<file path="src/rtl/mem_arb_pkg.sv">
// Shared constants and types for the two-port memory arbiter.
// MEM_ARBITER_ROUND_ROBIN_EN (optional) selects round-robin instead of data-first priority.
package mem_arb_pkg;

  localparam int DEF_ADDR_W    = 6;
  localparam int DEF_DATA_W    = 32;
  localparam int DEF_MEM_DEPTH = 50;

  // One-hot grant bit positions shared by the picker and the top.
  localparam int GNT_F_BIT = 0;
  localparam int GNT_D_BIT = 1;

  typedef enum logic {
    OWN_FETCH = 1'b0,
    OWN_DATA  = 1'b1
  } owner_e;

  typedef struct packed {
    logic   valid;
    owner_e owner;
    logic   isRead;
    logic   err;
  } pend_t;

endpackage

</file>
<file path="src/rtl/mem_arb_pick.sv">
// Winner selection between fetch and data requests; one-hot grant output.
// MEM_ARBITER_ROUND_ROBIN_EN adds the last-winner input and alternates ties.
module mem_arb_pick
  import mem_arb_pkg::*;
(
`ifdef MEM_ARBITER_ROUND_ROBIN_EN
  input  owner_e     i_lastWin,
`endif
  input  logic       i_fReq,
  input  logic       i_dReq,
  output logic [1:0] o_gnt
);

  always_comb begin
    o_gnt = '0;
    if (i_fReq && i_dReq) begin
`ifdef MEM_ARBITER_ROUND_ROBIN_EN
      // A tie goes to whichever port did not win most recently.
      if (i_lastWin == OWN_FETCH) o_gnt[GNT_D_BIT] = 1'b1;
      else                        o_gnt[GNT_F_BIT] = 1'b1;
`else
      o_gnt[GNT_D_BIT] = 1'b1;
`endif
    end else begin
      o_gnt[GNT_F_BIT] = i_fReq;
      o_gnt[GNT_D_BIT] = i_dReq;
    end
  end

endmodule

</file>
<file path="src/rtl/mem_arbiter.sv">
// Two-port (fetch / load-store) arbiter in front of a 1-cycle registered-read memory.
// Define MEM_ARBITER_ROUND_ROBIN_EN for round-robin ties; default is data-first priority.
module mem_arbiter
  import mem_arb_pkg::*;
#(
  parameter int ADDR_W    = DEF_ADDR_W,
  parameter int DATA_W    = DEF_DATA_W,
  parameter int MEM_DEPTH = DEF_MEM_DEPTH
) (
  input  logic              clk,
  input  logic              reset,
  input  logic              f_req,
  input  logic [ADDR_W-1:0] f_addr,
  output logic              f_gnt,
  output logic              f_valid,
  output logic [DATA_W-1:0] f_rdata,
  input  logic              d_req,
  input  logic              d_we,
  input  logic [ADDR_W-1:0] d_addr,
  input  logic [DATA_W-1:0] d_wdata,
  output logic              d_gnt,
  output logic              d_valid,
  output logic [DATA_W-1:0] d_rdata,
  output logic              err,
  output logic [ADDR_W-1:0] address,
  output logic [DATA_W-1:0] writeData,
  output logic              memwrite,
  output logic              memread,
  input  logic [DATA_W-1:0] out32
);

  logic [1:0]        w_pick;
  logic [1:0]        w_gnt;
  logic              w_fGnt;
  logic              w_dGnt;
  logic              w_any;
  logic [ADDR_W-1:0] w_selAddr;
  logic              w_selRead;
  logic              w_oob;
  logic              w_retValid;
  logic [DATA_W-1:0] w_retData;
  pend_t             r_pend;

`ifdef MEM_ARBITER_ROUND_ROBIN_EN
  owner_e r_lastWin;

  always_ff @(posedge clk) begin
    if (reset)      r_lastWin <= OWN_FETCH;
    else if (w_any) r_lastWin <= w_dGnt ? OWN_DATA : OWN_FETCH;
  end

  mem_arb_pick u_pick (
    .i_lastWin (r_lastWin),
    .i_fReq    (f_req),
    .i_dReq    (d_req),
    .o_gnt     (w_pick)
  );
`else
  mem_arb_pick u_pick (
    .i_fReq (f_req),
    .i_dReq (d_req),
    .o_gnt  (w_pick)
  );
`endif

  // Requests seen while reset is high are ignored entirely.
  assign w_gnt     = reset ? 2'b00 : w_pick;
  assign w_fGnt    = w_gnt[GNT_F_BIT];
  assign w_dGnt    = w_gnt[GNT_D_BIT];
  assign w_any     = w_fGnt | w_dGnt;
  assign w_selAddr = w_dGnt ? d_addr : f_addr;
  assign w_selRead = w_dGnt ? ~d_we : 1'b1;
  assign w_oob     = 32'(w_selAddr) >= 32'(MEM_DEPTH);

  assign f_gnt = w_fGnt;
  assign d_gnt = w_dGnt;

  always_comb begin
    address   = '0;
    writeData = '0;
    memread   = 1'b0;
    memwrite  = 1'b0;
    if (w_any && !w_oob) begin
      address = w_selAddr;
      memread = w_selRead;
      if (!w_selRead) begin
        memwrite  = 1'b1;
        writeData = d_wdata;
      end
    end
  end

  // One-deep return slot: the memory answers exactly one cycle after the grant.
  always_ff @(posedge clk) begin
    if (reset) begin
      r_pend <= '0;
    end else begin
      r_pend.valid  <= w_any;
      r_pend.owner  <= w_dGnt ? OWN_DATA : OWN_FETCH;
      r_pend.isRead <= w_selRead;
      r_pend.err    <= w_oob;
    end
  end

  assign w_retValid = r_pend.valid & ~reset;
  assign w_retData  = (w_retValid && r_pend.isRead && !r_pend.err) ? out32 : '0;

  always_comb begin
    f_valid = w_retValid && (r_pend.owner == OWN_FETCH);
    d_valid = w_retValid && (r_pend.owner == OWN_DATA);
    err     = w_retValid && r_pend.err;
    f_rdata = f_valid ? w_retData : '0;
    d_rdata = d_valid ? w_retData : '0;
  end

endmodule
</file>
<file path="config.mk">
export PLATFORM = sky130hd
export DESIGN_NAME = mem_arbiter
export DESIGN_NICKNAME = d
export VERILOG_FILES = /design/src/rtl/mem_arb_pkg.sv /design/src/rtl/mem_arb_pick.sv /design/src/rtl/mem_arbiter.sv
export SDC_FILE = /design/constraint.sdc
export NUM_CORES = 1
export LEC_CHECK = 0
export ABC_AREA = 1
export CORE_ASPECT_RATIO = 1.5
export CORE_MARGIN = 5
export CORE_UTILIZATION = 26
export CTS_CLUSTER_DIAMETER = 40
export DETAILED_ROUTE_END_ITERATION = 8
export MAX_ROUTING_LAYER = met4
export PLACE_DENSITY = 0.92
export SLEW_MARGIN = 40
export SYNTH_ARGS = -nofsm -noshare
export SYNTH_HDL_FRONTEND = slang
export SYNTH_SLANG_ARGS = --single-unit
</file>
<file path="constraint.sdc">
create_clock -name clk -period 2.7 [get_ports clk]
set_input_delay 0.675 -clock clk [delete_from_list [all_inputs] [get_ports clk]]
set_output_delay 0.675 -clock clk [all_outputs]
set_load 0.02 [all_outputs]
</file>
==> impl_summary.log, run 1 <==
INFO  metric hold_class = input port to register
INFO  metric grt_util_overall = 0.2015
INFO  metric num_antenna_cells = 0
INFO  metric worstPathRequired = 2.03 ns
INFO  metric fin_hold_viols = 0
INFO  metric min_delay_path_depth = 3
INFO  metric fp-row-count = 31
INFO  metric detailroute.via_count = roughly 2200
INFO  metric cts-htree-levels = 1
INFO  metric mostFrequentLayoutCells = nor2_1 (75), clkdlybuf4s50_1 (73), clkdlybuf4s15_2 (55), inv_1 (50), nand2_1 (42)
INFO  metric finalCriticalPeriod = between 2 and 3 ns
INFO  metric drt-vias-per-instance = 4.354
INFO  metric maxCapViolCount = 0
INFO  metric ctsLongestPathBuffers = 2
INFO  metric number_of_antenna_violations_at_the_first_check_in_global_routing = 0
INFO  metric layout.cells.most_common = nor2_1
INFO  metric synthesized_netlist_net_count = 324
INFO  metric tritoncts.num_buffers = 3
INFO  metric achievable-frequency = 372.4 MHz
INFO  metric yosys-top-cells-area = nor2_4 (25%), nor2_1 (22%), inv_1 (15%)
INFO  metric critical_path.startpoint_type = input port
INFO  metric postRouteWirelength = 7224 um
INFO  metric cts.clk_slew.worst_paths = about 0.030 ns
INFO  metric die_x = 68.12 um
INFO  metric vdd_drop_max = approximately 140 uV
INFO  metric synth.top_cell.area_share = 0.2479
INFO  metric die_y = 97.19 um
INFO  metric drcViolationCount = 0
INFO  metric fin_nets = 529
INFO  metric post_synthesis_area_per_instance = 5.422 um2
INFO  metric worst_slack = 0.01479 ns
INFO  metric power.static_leakage = 0.001742 uW
INFO  metric worstPathArrival = 2.01 ns
INFO  metric postRouteAntennaNets = 0
INFO  metric gp_congestion = between 0.8 and 0.9
INFO  metric detailedPlacementHpwl = approximately 5800 um
INFO  metric floorplan.initialDensity = 0.2696
INFO  metric met1_usage = 0.1679
INFO  metric critPathMaxFanout = 7
INFO  metric numPortBuffers = 189
INFO  metric cts.hold.buffers_added = 0
INFO  metric sequential_to_total_area_share_from_yosys_stat = 0.06078
INFO  metric grt_pass1_vias = about 2300
INFO  metric preCtsSetupSlack = -0.7361 ns
INFO  metric number_of_sinks_handled_by_clock_tree_synthesis = 4
INFO  metric worst_hold_startpoint = reset
INFO  metric drt_pre_antenna_iters = 6
INFO  metric use_met2 = 0.3848
INFO  metric timing.hold.worst_endpoint = r_pend[2]
INFO  metric global_route.usage.met3 = 0.07176
INFO  metric cts_tree = yes
INFO  metric cells_after_synthesis = roughly 240
INFO  metric report.final.slew_viol_count = 0
INFO  metric detail_route.wl_per_cell = 14.11 um
INFO  metric layout-drive-gt1-share = 0.4170
INFO  metric post_synth_instance_area = 0.001318 mm2
INFO  metric most_used_layer_global_route = met2
INFO  metric pin_count_of_the_biggest_net_entering_global_routing = 34
INFO  metric finalSetupViolCount = 0
INFO  metric slew-limit-headroom = 0.7762
INFO  metric ys_ff_latch = 4
INFO  metric status = finished clean
INFO  metric design.die.area = 0.006620 mm2
INFO  metric grt.overflow.total = 0
INFO  metric clk_root_buffer_cell = clkbuf_8
INFO  metric fraction_of_the_cycle_the_final_worst_path_needs = 0.9945
INFO  metric floorplan.core_area = 0.004887 mm2
INFO  metric area.growth.synth_to_final = 171.4%
INFO  metric power.density_cell_area = ~170 mW/mm2
INFO  metric worst_margin_slew = 0.3357 ns
INFO  metric synth-warning-count = 0
INFO  metric post_synth_num_cell_types = 19
INFO  metric ios = 190
INFO  metric netlist.top_cell.by_area = nor2_4
INFO  metric reg_top3 = r_pend (4)
INFO  metric largest_register_ff_count = 4
INFO  metric top_register = r_pend
INFO  metric kind_of_critical_path = input port to output port
INFO  metric global_route_wire_length_before_repair = 10340 um
INFO  metric end_kind = output port
INFO  metric hold-worst-slack = 0.8253 ns
INFO  metric detailedRoute.firstIterationViolations = 61
## how the worst max path moves through the flow
stage	from	endpoint	slack [ns]	cells after the start
6_report	f_addr[2]	writeData[18]	0.01	10
5_1_grt	f_addr[2]	writeData[18]	-0.08	10
4_1_cts	d_addr[2]	writeData[21]	0.0006	9
3_5_place_dp	d_req	writeData[3]	-0.74	11
3_3_place_gp	reset	writeData[2]	-0.68	11
2_1_floorplan	d_req	address[0]	0.36	8
## metrics by stage
| step | utilization | total power [uW] | setup TNS [ns] | instance area, um2 | std cells |
|---|---|---|---|---|---|
| 3_3_place_gp | 0.7010 | 453.8 | -61.63 | 3426 | 506 |
| 6_report | 0.7317 | 596.8 | 0 | 3576 | 512 |
| 2_1_floorplan | - | 232.3 | 0 | 1318 | 243 |
| 4_1_cts | 0.6920 | 578.3 | 0 | 3382 | 509 |
| 5_1_grt | 0.7317 | 630.4 | -1.627 | 3576 | 512 |
| 3_5_place_dp | 0.7010 | 462.6 | -64.78 | 3426 | 506 |
## where the power goes
group          internal [uW]  switching (uW)  total (uW)
sequential              63.3           0.916        64.2
clock                   95.1            31.2         126
combinational            212             194         406
## routing by layer
| layer | vias up | routed length [um] |
|---|---|---|
| met2 | 139 | 3972 |
| li1 | 1084 | - |
| met3 | 16 | 999 |
| met4 | 0 | 165 |
| met1 | 990 | 2086 |
| met5 | - | 0 |
## final cells by class
cell class                 instances  area, um2
timing repair buffer             213       2183
multi-input combinational        171      979.7
sequential                         4      80.08
fill                             347       1311
tap                               66      82.58
inverter                          55      209.0
clock buffer                       3      41.29
## critical path, stage by stage
cell and delay, ns:
clkdlybuf4s50_1 0.40, inv_1 0.07, nand2_1 0.08, nand2_2 0.11
nand3_4 0.08, nand2_4 0.10, nand2_8 0.10, buf_12 0.16
nor2_4 0.10, buf_6 0.12
## logic make-up after synthesis
logic type      count (synthesis)  share of synthesized area
simple gates                  169                     0.6952
buf+inv                        68                     0.2336
flops                           4                    0.06078
compound gates                  2                    0.01044
## cells in the mapped netlist
library cell	instances
nand2_1	46
o21ai_2	1
a21oi_1	1
nor2_2	2
buf_2	3
nor2_4	29
nand3_4	1
inv_2	4
inv_1	51
nor2_1	78
nand2_4	1
nor3_1	1
dfxtp_1	4
nand3b_1	1
buf_12	3
clkbuf_1	7
nand3_1	5
nand2_2	4
nand2_8	1
## timing repair
item,in CTS,in global routing
gates cloned,0,1
pin swaps,5,12
gates resized for setup,386,71
endpoints found under the setup margin,109,100
setup buffers,0,2
Note: power is estimated with default switching activity, not from simulation.
==> inputs of run 2 (changes only) <==
Settings changed: HOLD_SLACK_MARGIN set to 0.03.
==> results of run 2 <==
The final DEF is identical to that of run 1; final timing and power are the same.
==> inputs of run 3 (changes only) <==
Settings changed: CTS_CLUSTER_DIAMETER 40 to unset.
==> results of run 3 <==
The final DEF is identical to that of run 1; final timing and power are the same.
